<file path="config.mk">
export PLATFORM = sky130hd
export DESIGN_NAME = vram_fill_engine_flat
export DESIGN_NICKNAME = d
export VERILOG_FILES = /design/src/rtl/vram_fill_engine_if.sv /design/src/rtl/vram_fill_engine.sv /design/src/flat_wrapper.sv
export SDC_FILE = /design/constraint.sdc
export NUM_CORES = 1
export LEC_CHECK = 0
export BUFFER_PORTS_ARGS = -buffer_cell sky130_fd_sc_hd__clkbuf_2
export CORE_ASPECT_RATIO = 0.5
export CORE_MARGIN = 2
export CORE_UTILIZATION = 55
export CTS_BUF_LIST = sky130_fd_sc_hd__clkbuf_2
export DETAILED_ROUTE_END_ITERATION = 12
export PLACE_DENSITY = 0.89
export SKIP_LAST_GASP = 1
export SYNTH_ARGS = -nofsm -noshare
export SYNTH_HDL_FRONTEND = slang
export SYNTH_SLANG_ARGS = --single-unit
export TNS_END_PERCENT = 30
</file>
<file path="constraint.sdc">
create_clock -name Clock -period 3.6 [get_ports Clock]
set_clock_uncertainty 0.1 [all_clocks]
set_input_delay 0.54 -clock Clock [delete_from_list [all_inputs] [get_ports Clock]]
set_output_delay 0.54 -clock Clock [all_outputs]
set_load 0.05 [all_outputs]
</file>
<file path="src/rtl/vram_fill_engine_if.sv">
// Bus bundle between the fill engine, the CPU write request and the VRAM write port.
interface vram_fill_engine_if #(
  parameter int P_AW = 13,
  parameter int P_CW = 3
);
  logic            iStart;
  logic [15:0]     iX0;
  logic [15:0]     iY0;
  logic [15:0]     iX1;
  logic [15:0]     iY1;
  logic [P_CW-1:0] iColor;
  logic            iCpuWe;
  logic [P_AW-1:0] iCpuAddr;
  logic [P_CW-1:0] iCpuData;
  logic            oVramWe;
  logic [P_AW-1:0] oVramAddr;
  logic [P_CW-1:0] oVramData;
  logic            oBusy;
  logic            oDone;

  // Requester side: launches fills, issues CPU writes, watches the VRAM port.
  modport master (
    output iStart, iX0, iY0, iX1, iY1, iColor, iCpuWe, iCpuAddr, iCpuData,
    input  oVramWe, oVramAddr, oVramData, oBusy, oDone
  );

  // Engine side.
  modport slave (
    input  iStart, iX0, iY0, iX1, iY1, iColor, iCpuWe, iCpuAddr, iCpuData,
    output oVramWe, oVramAddr, oVramData, oBusy, oDone
  );
endinterface

</file>
<file path="src/rtl/vram_fill_engine.sv">
// Rectangle fill engine: writes one color over an inclusive, clipped rectangle,
// one pixel per clock, sharing the VRAM write port with CPU writes (CPU wins).
module vram_fill_engine #(
  parameter int P_W  = 80,
  parameter int P_H  = 60,
  parameter int P_AW = 13,
  parameter int P_CW = 3
) (
  input  logic                Clock,
  input  logic                Reset,
  vram_fill_engine_if.slave   bus
);

  localparam logic [15:0] X_MAX = 16'(P_W - 1);
  localparam logic [15:0] Y_MAX = 16'(P_H - 1);
  localparam logic [15:0] ROW_W = 16'(P_W);

  typedef enum logic [1:0] {
    ST_IDLE = 2'd0,
    ST_FILL = 2'd1,
    ST_DONE = 2'd2
  } state_t;

  state_t          state_q,   state_d;
  logic [15:0]     x_q,       x_d;
  logic [15:0]     y_q,       y_d;
  logic [15:0]     xs_q,      xs_d;
  logic [15:0]     x1c_q,     x1c_d;
  logic [15:0]     y1c_q,     y1c_d;
  logic [15:0]     rowbase_q, rowbase_d;
  logic [P_CW-1:0] color_q,   color_d;
  logic            busy_q,    busy_d;
  logic            done_q,    done_d;

  logic [15:0] x1c_in;
  logic [15:0] y1c_in;
  logic        rect_empty;
  logic        cpu_we;
  logic        last_pix;

  // The CPU path is combinational; it is also forced quiet while reset is held
  // so the port shows its reset values immediately.
  assign cpu_we = bus.iCpuWe & Reset;

  // Start-time clipping of the far corner against the screen edges.
  always_comb begin
    x1c_in     = (bus.iX1 > X_MAX) ? X_MAX : bus.iX1;
    y1c_in     = (bus.iY1 > Y_MAX) ? Y_MAX : bus.iY1;
    rect_empty = (bus.iX0 > x1c_in) || (bus.iY0 > y1c_in);
    last_pix   = (x_q == x1c_q) && (y_q == y1c_q);
  end

  // Next-state logic: start acceptance, row-major traversal with CPU stalls.
  always_comb begin
    state_d   = state_q;
    x_d       = x_q;
    y_d       = y_q;
    xs_d      = xs_q;
    x1c_d     = x1c_q;
    y1c_d     = y1c_q;
    rowbase_d = rowbase_q;
    color_d   = color_q;
    busy_d    = busy_q;
    done_d    = 1'b0;
    unique case (state_q)
      ST_IDLE: begin
        if (bus.iStart) begin
          busy_d = 1'b1;
          if (rect_empty) begin
            state_d = ST_DONE;
            done_d  = 1'b1;
          end else begin
            state_d   = ST_FILL;
            x_d       = bus.iX0;
            y_d       = bus.iY0;
            xs_d      = bus.iX0;
            x1c_d     = x1c_in;
            y1c_d     = y1c_in;
            color_d   = bus.iColor;
            // Only multiply in the design; y0 is on-screen here so 16 bits suffice.
            rowbase_d = bus.iY0 * ROW_W;
          end
        end
      end
      ST_FILL: begin
        // A CPU write this cycle steals the port: hold everything.
        if (!cpu_we) begin
          if (last_pix) begin
            state_d = ST_DONE;
            done_d  = 1'b1;
          end else if (x_q < x1c_q) begin
            x_d = x_q + 16'd1;
          end else begin
            x_d       = xs_q;
            y_d       = y_q + 16'd1;
            rowbase_d = rowbase_q + ROW_W;
          end
        end
      end
      ST_DONE: begin
        state_d = ST_IDLE;
        busy_d  = 1'b0;
      end
      default: begin
        state_d = ST_IDLE;
        busy_d  = 1'b0;
      end
    endcase
  end

  // State and datapath registers with asynchronous active-low clear.
  always_ff @(posedge Clock or negedge Reset) begin
    if (!Reset) begin
      state_q   <= ST_IDLE;
      x_q       <= '0;
      y_q       <= '0;
      xs_q      <= '0;
      x1c_q     <= '0;
      y1c_q     <= '0;
      rowbase_q <= '0;
      color_q   <= '0;
      busy_q    <= 1'b0;
      done_q    <= 1'b0;
    end else begin
      state_q   <= state_d;
      x_q       <= x_d;
      y_q       <= y_d;
      xs_q      <= xs_d;
      x1c_q     <= x1c_d;
      y1c_q     <= y1c_d;
      rowbase_q <= rowbase_d;
      color_q   <= color_d;
      busy_q    <= busy_d;
      done_q    <= done_d;
    end
  end

  // Port arbitration: CPU first, then the engine's current pixel, else idle zeros.
  always_comb begin
    bus.oVramWe   = 1'b0;
    bus.oVramAddr = '0;
    bus.oVramData = '0;
    if (cpu_we) begin
      bus.oVramWe   = 1'b1;
      bus.oVramAddr = bus.iCpuAddr;
      bus.oVramData = bus.iCpuData;
    end else if (state_q == ST_FILL) begin
      bus.oVramWe   = 1'b1;
      bus.oVramAddr = P_AW'(rowbase_q + x_q);
      bus.oVramData = color_q;
    end
  end

  assign bus.oBusy = busy_q;
  assign bus.oDone = done_q;

endmodule

</file>
<file path="src/flat_wrapper.sv">
// flat-port wrapper written by rule: the top's interface ports become plain ports
module vram_fill_engine_flat 
#(
  parameter int P_W  = 80,
  parameter int P_H  = 60,
  parameter int P_AW = 13,
  parameter int P_CW = 3
)
  (Clock, Reset, bus_iStart, bus_iX0, bus_iY0, bus_iX1, bus_iY1, bus_iColor, bus_iCpuWe, bus_iCpuAddr, bus_iCpuData, bus_oVramWe, bus_oVramAddr, bus_oVramData, bus_oBusy, bus_oDone);
  vram_fill_engine_if #(.P_AW(P_AW), .P_CW(P_CW)) bus_i ();
  input  logic Clock;
  input  logic Reset;
  input wire logic [$bits(bus_i.iStart)-1:0] bus_iStart;
  input wire logic [$bits(bus_i.iX0)-1:0] bus_iX0;
  input wire logic [$bits(bus_i.iY0)-1:0] bus_iY0;
  input wire logic [$bits(bus_i.iX1)-1:0] bus_iX1;
  input wire logic [$bits(bus_i.iY1)-1:0] bus_iY1;
  input wire logic [$bits(bus_i.iColor)-1:0] bus_iColor;
  input wire logic [$bits(bus_i.iCpuWe)-1:0] bus_iCpuWe;
  input wire logic [$bits(bus_i.iCpuAddr)-1:0] bus_iCpuAddr;
  input wire logic [$bits(bus_i.iCpuData)-1:0] bus_iCpuData;
  output wire logic [$bits(bus_i.oVramWe)-1:0] bus_oVramWe;
  output wire logic [$bits(bus_i.oVramAddr)-1:0] bus_oVramAddr;
  output wire logic [$bits(bus_i.oVramData)-1:0] bus_oVramData;
  output wire logic [$bits(bus_i.oBusy)-1:0] bus_oBusy;
  output wire logic [$bits(bus_i.oDone)-1:0] bus_oDone;
  assign bus_i.iStart = bus_iStart;
  assign bus_i.iX0 = bus_iX0;
  assign bus_i.iY0 = bus_iY0;
  assign bus_i.iX1 = bus_iX1;
  assign bus_i.iY1 = bus_iY1;
  assign bus_i.iColor = bus_iColor;
  assign bus_i.iCpuWe = bus_iCpuWe;
  assign bus_i.iCpuAddr = bus_iCpuAddr;
  assign bus_i.iCpuData = bus_iCpuData;
  assign bus_oVramWe = bus_i.oVramWe;
  assign bus_oVramAddr = bus_i.oVramAddr;
  assign bus_oVramData = bus_i.oVramData;
  assign bus_oBusy = bus_i.oBusy;
  assign bus_oDone = bus_i.oDone;
  vram_fill_engine #(.P_W(P_W), .P_H(P_H), .P_AW(P_AW), .P_CW(P_CW)) u_core (.Clock(Clock), .Reset(Reset), .bus(bus_i));
endmodule
</file>
* Word-level counts from Yosys, hierarchy flattened
Cells that the tools add are included.
** Operators by class
- Add/subtract/negate cells :: 4
- $mul :: 1
- Order comparisons :: 5
- Equality and inequality tests :: 9
- Mux-type cells :: 38
- Bitwise operators :: 3
- Reductions and logical operators :: 9
** Operators with widths (number)
- 16-bit 2-to-1 mux :: 17
- 16-bit case mux with 2 select lines :: 3
- 16-bit by 1-bit adder with 16-bit output (second input constant) :: 2
- 16-bit == test :: 2
- 16-bit > comparator :: 2
- 13-bit 2-to-1 mux :: 2
- 16-bit by 7-bit adder with 16-bit output (second input constant) :: 1
- 16-bit by 6-bit > comparator with 1-bit output (second input constant) :: 1
- 16-bit by 7-bit > comparator with 1-bit output (second input constant) :: 1
- 16-bit less-than comparator :: 1
- 16-bit by 3-bit multiplier with 12-bit output (second input constant) :: 1
- 13-bit adder :: 1
- 2-bit inequality test (second input constant) :: 5
- 2-bit 2-to-1 mux :: 4
- 1-bit 2-to-1 mux :: 7
- 3-bit 2-to-1 mux :: 2
- 3-bit AND reduction :: 2
- 6-bit AND reduction :: 1
- 5-bit AND reduction :: 1
- 1-bit case mux with 2 select lines :: 2
- 2-bit case mux with 2 select lines :: 1
- 2-bit by 1-bit == test with 1-bit output (second input constant) :: 1
- 2-bit zero test :: 1
- 2-bit by 1-bit inequality test with 1-bit output (second input constant) :: 1
- 6 further kinds :: 7
** Word-level totals
- Bits in registers :: 103
- Bits of input ports :: 87
- Output and inout port bits :: 19
- Logic and storage cells :: 79

* Depth between registers and ports, before layout
Gate-level depths: netlist of the first run.
- Depth in word-level cells :: 7
- Depth in mapped cells :: 14
- Mapped depth without buffers :: 12

* Worst setup path before layout of the first run
OpenSTA, ideal clock, no wires.
- Path kind :: reg-to-output
- Start :: reg u_core.rowbase_q[5]
- End :: out bus_oVramAddr[11]
- Arrival time :: 2.963 ns
- Required time :: 2.960 ns
- Setup slack :: -0.003 ns
- Cell stages (with the launch flop) :: 9
- Path buffers :: 0
- Cells stage by stage :: dfrtp_1 -> ha_1 -> a21o_1 -> a21o_1 -> a21oi_1 -> o21ai_0 -> a21oi_1 -> xor2_1 -> o31ai_1
** On the way
- Cells in the longest elaborated chain, start to end :: 3
** RTL lines
- start, declared :: line vram_fill_engine.sv:30 : logic [15:0] rowbase_q, rowbase_d;
- start signal, assigned :: line vram_fill_engine.sv:131 : rowbase_q <= rowbase_d;
- 13-bit adder :: line vram_fill_engine.sv:149 : bus.oVramAddr = P_AW'(rowbase_q + x_q);
- 13-bit 2-to-1 mux :: line vram_fill_engine.sv:147 : end else if (state_q == ST_FILL) begin
- 13-bit 2-to-1 mux :: line vram_fill_engine.sv:143 : if (cpu_we) begin
- end, declared :: line flat_wrapper.sv:23 : output wire logic [$bits(bus_i.oVramAddr)-1:0] bus_oVramAddr;
Every way passes these cells.

* Worst setup path in the final report of the first run
- Start :: reg u_core.x_q[5]
- End :: out bus_oVramAddr[9]
** On the way
- Cells in the longest elaborated chain, start to end :: 3
** RTL lines
- start, declared :: line vram_fill_engine.sv:25 : logic [15:0] x_q, x_d;
- start signal, assigned :: line vram_fill_engine.sv:115 : x_q <= '0;
- start signal, assigned :: line vram_fill_engine.sv:126 : x_q <= x_d;
- 13-bit adder :: line vram_fill_engine.sv:149
- 13-bit 2-to-1 mux :: line vram_fill_engine.sv:147
- 13-bit 2-to-1 mux :: line vram_fill_engine.sv:143
Every way passes these cells.

==> results.md, run 1 <==
* Synth Flop Type: dfrtp_1
* Yosys top cell by area: dfrtp_1
* H-Tree Depth at 3
* Part of the power in registers at roughly a third
* Most frequent cells in the layout: clkbuf_2 (110), dfrtp_1 (93), ha_1 (70), nand2_1 (65), a21oi_1 (62)
* Sw frac at 48.60%
* Main area contributors after synthesis: dfrtp_1 (35%), ha_1 (13%), a21oi_1 (4.7%)
* Layout area overhead at 15.92%
* Psw at between 3 and 4 mW
* Design area at 7880 um2
* Setup violators final at 0
* # clock sinks at 96
* Initial antenna violation count at 0
* Root buffer selected by CTS: clkbuf_2
* Compound-Gate Fraction of Synth Area at 17.71%
* Vias/cell at around 6.1
* Proportion of synthesized area in mux cells at 8.743%
* Syn_area_per_cell at between 9 and 10 um2
* Initial DRC Count at approximately 530
* CP Capture Type: primary output
* Asr flop ratio synth at 100.0%
* Setup tns final at 0 ps
* Area share of xor/xnor cells in the synthesized design at approximately 5.8%
* Nets at approximately 1000
* Post-synth EDFFs at 0
* Core area at between 10000 and 15000 um2
* Combinational family with the most area after synthesis: compound AO/OA/AOI/OAI gates
* Largest net degree at the start of global routing at 60
* Yosys warning count at 0
* Clock latency on the worst-skew pair at a little over 600 ps
* # diodes at 0
* Clock-pin slew on the worst setup and hold paths at roughly 290 ps
* Vias in the first global route at 6093
* RR Startpoint: u_core.x_q[11]$_DFFE_PN0P_
* Synth top area share at a little over a third
* PnR worst setup slack at approximately 100 ps
* Commonest non-fill, non-tap cell in the layout: clkbuf_2
* Max Slew Vio Count at 0
* IO Port Bufs at ~110
* WP data required at 2960 ps
* WP data arrival at around 2900 ps
* Final Routed Wirelength at roughly 19000 um
* Worst-path fanout max at 2
* First-pass GRT wire length at a little under 30000 um
* Post-route ant nets at 0
* DP Area at just under 8000 um2
* Comb pwr share at 59.0%
* Worst R2R End: u_core.rowbase_q[4]$_DFFE_PN0P_
* CP startpoint kind: flop
* Dpl hpwl at 13990 um
* CP startpoint: u_core.x_q[5]$_DFFE_PN0P_
* CTS Buf Count at 9
* Worst setup path end: bus_oVramAddr[9]
* Cells after Synth at 732
* Starting density of the core at a little under three fifths
* Routed wire per std cell at between 15 and 20 um
* CTS tree: built
* Kind of critical path: reg -> out
* Placer Congestion at just over 0.9
* Cell row count at 28
* Period utilization at 97.11%
* Via count at around 6400
* DR pass1 iterations at 6
* Die Span X at 161.2 um
* Clock network power share at approximately a tenth
* Die height at 82.61 um
* Synthesized cell area at 6798 um2
* Leak at between 3 and 4 nW
* Adder-cell share of the synthesized area at 13.18%
* Register area share after synthesis at between 30% and 40%
* PwrDens at roughly 800 nW/um2
* Dpl ws at -195.3 ps
* Worst reg-to-reg path cell count at 9
* Hold Crit Class: in -> reg
* Reg2reg setup slack at slightly below 300 ps
* Final hold violation count at 0
* Fmax at 286.0 MHz
* Slew @ Worst Pin at 769.9 ps
* Clock Tree Buf Depth at 2
* Number of synthesized register bits at 96
* Max Cap Viol at 0
* Max IR drop VDD at about 0.00035 V
* Final-layout fill cell count at 896
* Outcome: completed
* Max-Slew Margin vs Limit at about half
* Yosys cell types at 55
* Post-Synth Simple-Gate Area at between 10% and 20%
* Overall routing resource usage at between 20% and 30%
* Pint at approximately 3.2 mW
* Fin crit period at approximately 3500 ps
* Share of cells above drive strength 1 at 23.56%
* DRC at 0
* Die area at approximately 13000 um2
* Gr ovfl total at 0
* Ports at between 100 and 150
==> power groups by stage <==
stage	registers (mW)	clock network [mW]	logic [mW]
finish	1.95	0.594	3.66
global route	2.00	0.637	3.96
CTS	1.93	0.596	3.56
detailed placement	1.96	0	3.47
global placement	1.93	0	3.30
floorplan	1.79	0	2.71
==> how the worst min path moves through the flow <==
stage	start	to	slack, ps	cells after the start
floorplan	Reset	u_core.bus.oBusy$_DFFE_PN0P_	140	0
global placement	Reset	u_core.xs_q[0]$_DFFE_PN0P_	250	1
detailed placement	Reset	u_core.state_q[0]$_DFFE_PN0P_	250	1
CTS	bus_iColor[2]	u_core.color_q[2]$_DFFE_PN0P_	20	2
global route	bus_iColor[2]	u_core.color_q[2]$_DFFE_PN0P_	10	2
finish	bus_iColor[2]	u_core.color_q[2]$_DFFE_PN0P_	30	2
==> cells in the mapped netlist, drive strengths merged, types with 2 or more instances <==
cell type,n
clkbuf,22
mux2,35
o22ai,13
xnor2,17
mux2i,17
dfrtp,96
a211oi,2
a221oi,2
o221a,3
nand4,22
and4,3
and2,4
a41o,2
a21oi,64
nor2b,15
buf,13
a311oi,2
or3,3
a21o,6
nand3,26
o21a,2
nand2,65
nand2b,7
inv,26
a31oi,27
o21ai,42
nor3,9
nor4,7
ha,70
or2,3
a22o,15
o211ai,3
xor2,28
nor2,45
and3,3
==> registers in the layout (all words and copies together), names as in the netlist <==
signal            cells
u_core.x1c_q         16
u_core.x_q           16
u_core.xs_q          16
u_core.y1c_q         16
u_core.y_q           16
u_core.rowbase_q      9
u_core.color_q        3
u_core.state_q        2
u_core.bus.oBusy      1
u_core.bus.oDone      1
==> worst max-delay path: stages, from the launching register on <==
cell	delay, ps
dfrtp_2	490
ha_1	310
a21o_1	190
a21o_1	190
a21oi_2	190
buf_4	140
inv_1	30
a21oi_1	160
xnor2_1	140
a22o_1	150
buf_2	260
==> logic make-up after synthesis <==
logic type	after synthesis
AOI/OAI and AO/OA	192
xor gates and xnor gates	45
adders and majority gates	71
buffers and inverters	61
DFF	96
muxes	52
other	1
and+or+nand+nor	214
==> area by class of cell <==
class / count / area [um2] / share of cell area, %
clock buffers: 9 / 45.04 / 0.5716
well taps: 165 / 206.4 / 2.620
inverters: 26 / 97.59 / 1.238
repair buffers: 139 / 822.0 / 10.43
multi-input cells: 593 / 4218 / 53.52
flip-flops and latches: 96 / 2406 / 30.53
clock inverters: 7 / 85.08 / 1.080
==> layer usage <==
metal / wire length [um] / GRT usage (%) / part of all wire [%]
met1: 7679 / 34.90 / 41
met2: 8937 / 51.42 / 48
met3: 1357 / 5.544 / 7.3
met4: 692 / 11.07 / 3.7
met5: 0 / 0 / 0
==> per-stage QoR <==
step | utilization (%) | hold WS, ps | total power, mW | std cells
2_1_floorplan | - | 144.4 | 4.502 | 750
3_3_place_gp | 64.32 | 249.0 | 5.233 | 1014
3_5_place_dp | 64.32 | 249.6 | 5.423 | 1014
4_1_cts | 65.81 | 19.43 | 6.087 | 1034
5_1_grt | 65.96 | 13.66 | 6.591 | 1035
6_report | 65.96 | 29.84 | 6.212 | 1035
==> timing repair <==
action	4_1_cts	5_1_grt
setup endpoints to repair	3	3
pin swaps	1	6
hold buffers	1	0
endpoints found under the hold margin	37	0
setup buffers	3	1
gates resized for setup	6	5
No activity file was read; power rests on OpenSTA's default activity.
==> run 2: changes to the inputs <==
--- a/config.mk
+++ b/config.mk
@@ -6,12 +6,15 @@
 export NUM_CORES = 1
 export LEC_CHECK = 0
 export BUFFER_PORTS_ARGS = -buffer_cell sky130_fd_sc_hd__clkbuf_2
+export CELL_PAD_IN_SITES_DETAIL_PLACEMENT = 1
+export CELL_PAD_IN_SITES_GLOBAL_PLACEMENT = 2
 export CORE_ASPECT_RATIO = 0.5
-export CORE_MARGIN = 2
-export CORE_UTILIZATION = 55
+export CORE_MARGIN = 10
+export CORE_UTILIZATION = 37
 export CTS_BUF_LIST = sky130_fd_sc_hd__clkbuf_2
 export DETAILED_ROUTE_END_ITERATION = 12
-export PLACE_DENSITY = 0.89
+export PLACE_DENSITY = 0.94
+export RECOVER_POWER = 25
 export SKIP_LAST_GASP = 1
 export SYNTH_ARGS = -nofsm -noshare
 export SYNTH_HDL_FRONTEND = slang
==> results.md, run 2 (same netlist as run 1, synthesis figures left out) <==
* Layout area overhead at 17.56%
* Critical hold path startpoint: bus_iColor[2]
* WP data required at 2960 ps (about the same)
* Max Cap Viol at 0 (unchanged)
* Gr ovfl total at 0 (unchanged)
* Register Area at 2404 um2 (-0.10%)
* First-pass GRT wire length at 34670 um (+17%)
* PwrDens at 792.2 nW/um2 (+0.50%)
* WP buf/inv at 1 (-2)
* Non-filler cells, final at 1105 (+6.8%)
* Final hold violation count at 0 (unchanged)
* Max-Slew Margin vs Limit at 55.15% (+6.5 points)
* Power Total at 6.331 mW (+1.9%)
* Max IR drop VDD at 0.0003796 V (+7.6%)
* Leak at 3.715 nW (about the same)
* Crit-path most repeated cell: a21o_1
* Most frequent cells in the layout: clkbuf_2 (109), dfrtp_1 (95), ha_1 (69), nand2_1 (65), a21oi_1 (62)
* Post-route ant nets at 0 (unchanged)
* Cell row count at 34 (+21%)
* Via count at 6237 (-1.9%)
* DRC at 0 (unchanged)
* CP top delay family: compound AO/OA/AOI/OAI gates
* Starting density of the core at 38.41% (-18 points)
* Share of cells above drive strength 1 at 23.33% (-0.23 points)
* Overall routing resource usage at 17.57% (-11 points)
* Placer Congestion at 0.8735 (-6.3%)
* Clock Tree Buf Depth at 2 (unchanged)
* CP startpoint kind: flop
* WP data arrival at 2860 ps (about the same)
* DR pass1 iterations at 4 (-2)
* Routed wire per std cell at 19.93 um (+11%)
* Fmax at 285.3 MHz (-0.25%)
* Area of the multi-input gates at 4249 um2 (+0.74%)
* # clock sinks at 96 (unchanged)
* Largest net degree at the start of global routing at 48 (-20%)
* H-Tree Depth at 3 (unchanged)
* Clock latency on the worst-skew pair at 610 ps (about the same)
* Dpl hpwl at 17100 um (+22%)
* CTS Buf Count at 9 (unchanged)
* Kind of critical path: reg -> out
* Worst reg-to-reg path cell count at 9 (unchanged)
* Max Slew Vio Count at 0 (unchanged)
* Nets at 1023 (unchanged)
* Placed insts at 1084 (+6.9%)
* Fin crit period at 3505 ps (+8.789 ps)
* Root buffer selected by CTS: clkbuf_2
* Die Span X at 211.7 um (+31%)
* Setup violators final at 0 (unchanged)
* Commonest non-fill, non-tap cell in the layout: clkbuf_2
* RR Startpoint: u_core.x_q[12]$_DFFE_PN0P_
* IO Port Bufs at 105 (unchanged)
* Final Routed Wirelength at 22020 um (+18%)
* CP startpoint: u_core.rowbase_q[5]$_DFFE_PN0P_
* Vias/cell at 5.644 (-8.1%)
* Initial DRC Count at 425 (-20%)
* Setup tns final at 0 ps (unchanged)
* Slowest-stage cell, CP: dfrtp_1
* Hold Crit Class: in -> reg
* Outcome: completed
* Die area at 24520 um2 (+84%)
* CTS tree: built
* Max incr delay on CP at 510 ps (+20 ps)
* Final-layout fill cell count at 2101 (+130%)
* Initial antenna violation count at 1 (+1)
* Worst setup path end: bus_oVramAddr[12]
* Ports at 106 (unchanged)
* Vias in the first global route at 6598 (+8.3%)
* Total stage count of the critical path at 9 (-1)
* Worst R2R End: u_core.xs_q[0]$_DFFE_PN0P_
* Worst-path fanout max at 3 (+1)
* Period utilization at 97.36% (+0.24 points)
* Reg2reg setup slack at 310 ps (+20 ps)
* Worst path cell trace: ha_4 > a21o_1 > a21o_1 > a21oi_2 > o21ai_2 > a31oi_2 > xnor2_2 > a22o_1 > buf_8
* CP Capture Type: primary output
* Slew @ Worst Pin at 672.7 ps (-97.20 ps)
* Die height at 115.8 um (+40%)
* Core area at 17700 um2 (+48%)
* Clock-pin slew on the worst setup and hold paths at 280 ps (about the same)
[run 2: cell types whose count changed in the layout (fill, tap and decap cells not counted), moves of 2 or more]
cell,previous run,this run
dfrtp_2,3,1
inv_6,3,0
clkbuf_1,0,2
dfrtp_1,93,95
clkinv_2,0,2
[run 2: worst reg2reg max path, delay by kind of cell, from the launching register on]
| family | cells | cell delay (ps) |
|---|---|---|
| AND/OR/NAND/NOR | 4 | 1230 |
| AO/OA/AOI/OAI | 3 | 790 |
| flip-flops | 1 | 570 |
| adder cells (fa/ha/maj) | 1 | 330 |
| buffers and inverters | 1 | 170 |
[run 2: power by group]
group	internal [mW]	leakage [nW]	switching (mW)
Combinational	1.63	2.51	2.20
Sequential	1.45	1.14	0.500
Clock	0.160	0.0693	0.403
[run 2: what timing repair did]
action,CTS,global route
hold endpoints to repair,7,0
gates resized for setup,4,13
endpoints found under the setup margin,4,3
gates cloned,0,0
hold buffers,1,0
pin swaps,3,4
setup buffers,3,0
[run 2: area by class of cell]
class | count | area share [%]
diodes | 1 | 0.03131
clock buffers | 10 | 0.6263
repair buffers | 139 | 10.46
clock inverters | 6 | 0.7515
flip-flops and latches | 96 | 30.08
inverters | 26 | 1.221
multi-input cells | 593 | 53.17
well taps | 234 | 3.664
[run 2: through the flow]
step	worst slack [ps]	instance area [um2]	hold slack, ps	util, %
floorplan	275.4	6870	144.4	-
global placement	-6.558	7795	282.1	44.05
detailed placement	-233.2	7795	284.6	44.05
CTS	6.807	7950	22.06	44.92
global route	-5.514	7991	7.899	45.16
finish	95.08	7991	48.16	45.16
[run 2: worst min path at each step]
stage	slack, ps	end	cells after the start
after floorplan	140	u_core.bus.oBusy$_DFFE_PN0P_	0
after global placement	280	u_core.color_q[0]$_DFFE_PN0P_	1
after detailed placement	280	u_core.state_q[0]$_DFFE_PN0P_	1
after CTS	20	u_core.color_q[2]$_DFFE_PN0P_	2
after global routing	8	u_core.color_q[2]$_DFFE_PN0P_	2
final	50	u_core.color_q[2]$_DFFE_PN0P_	2
[run 2: layer usage]
| metal | GRT usage, % | share of wire (%) | up-vias | routed length, um |
|---|---|---|---|---|
| li1 | - | - | 2917 | - |
| met1 | 21.24 | 44 | 3177 | 9647 |
| met2 | 31.65 | 51 | 111 | 11210 |
| met3 | 2.722 | 3.2 | 32 | 699 |
| met4 | 5.759 | 2.1 | 0 | 467 |
| met5 | 0 | 0 | - | 0 |
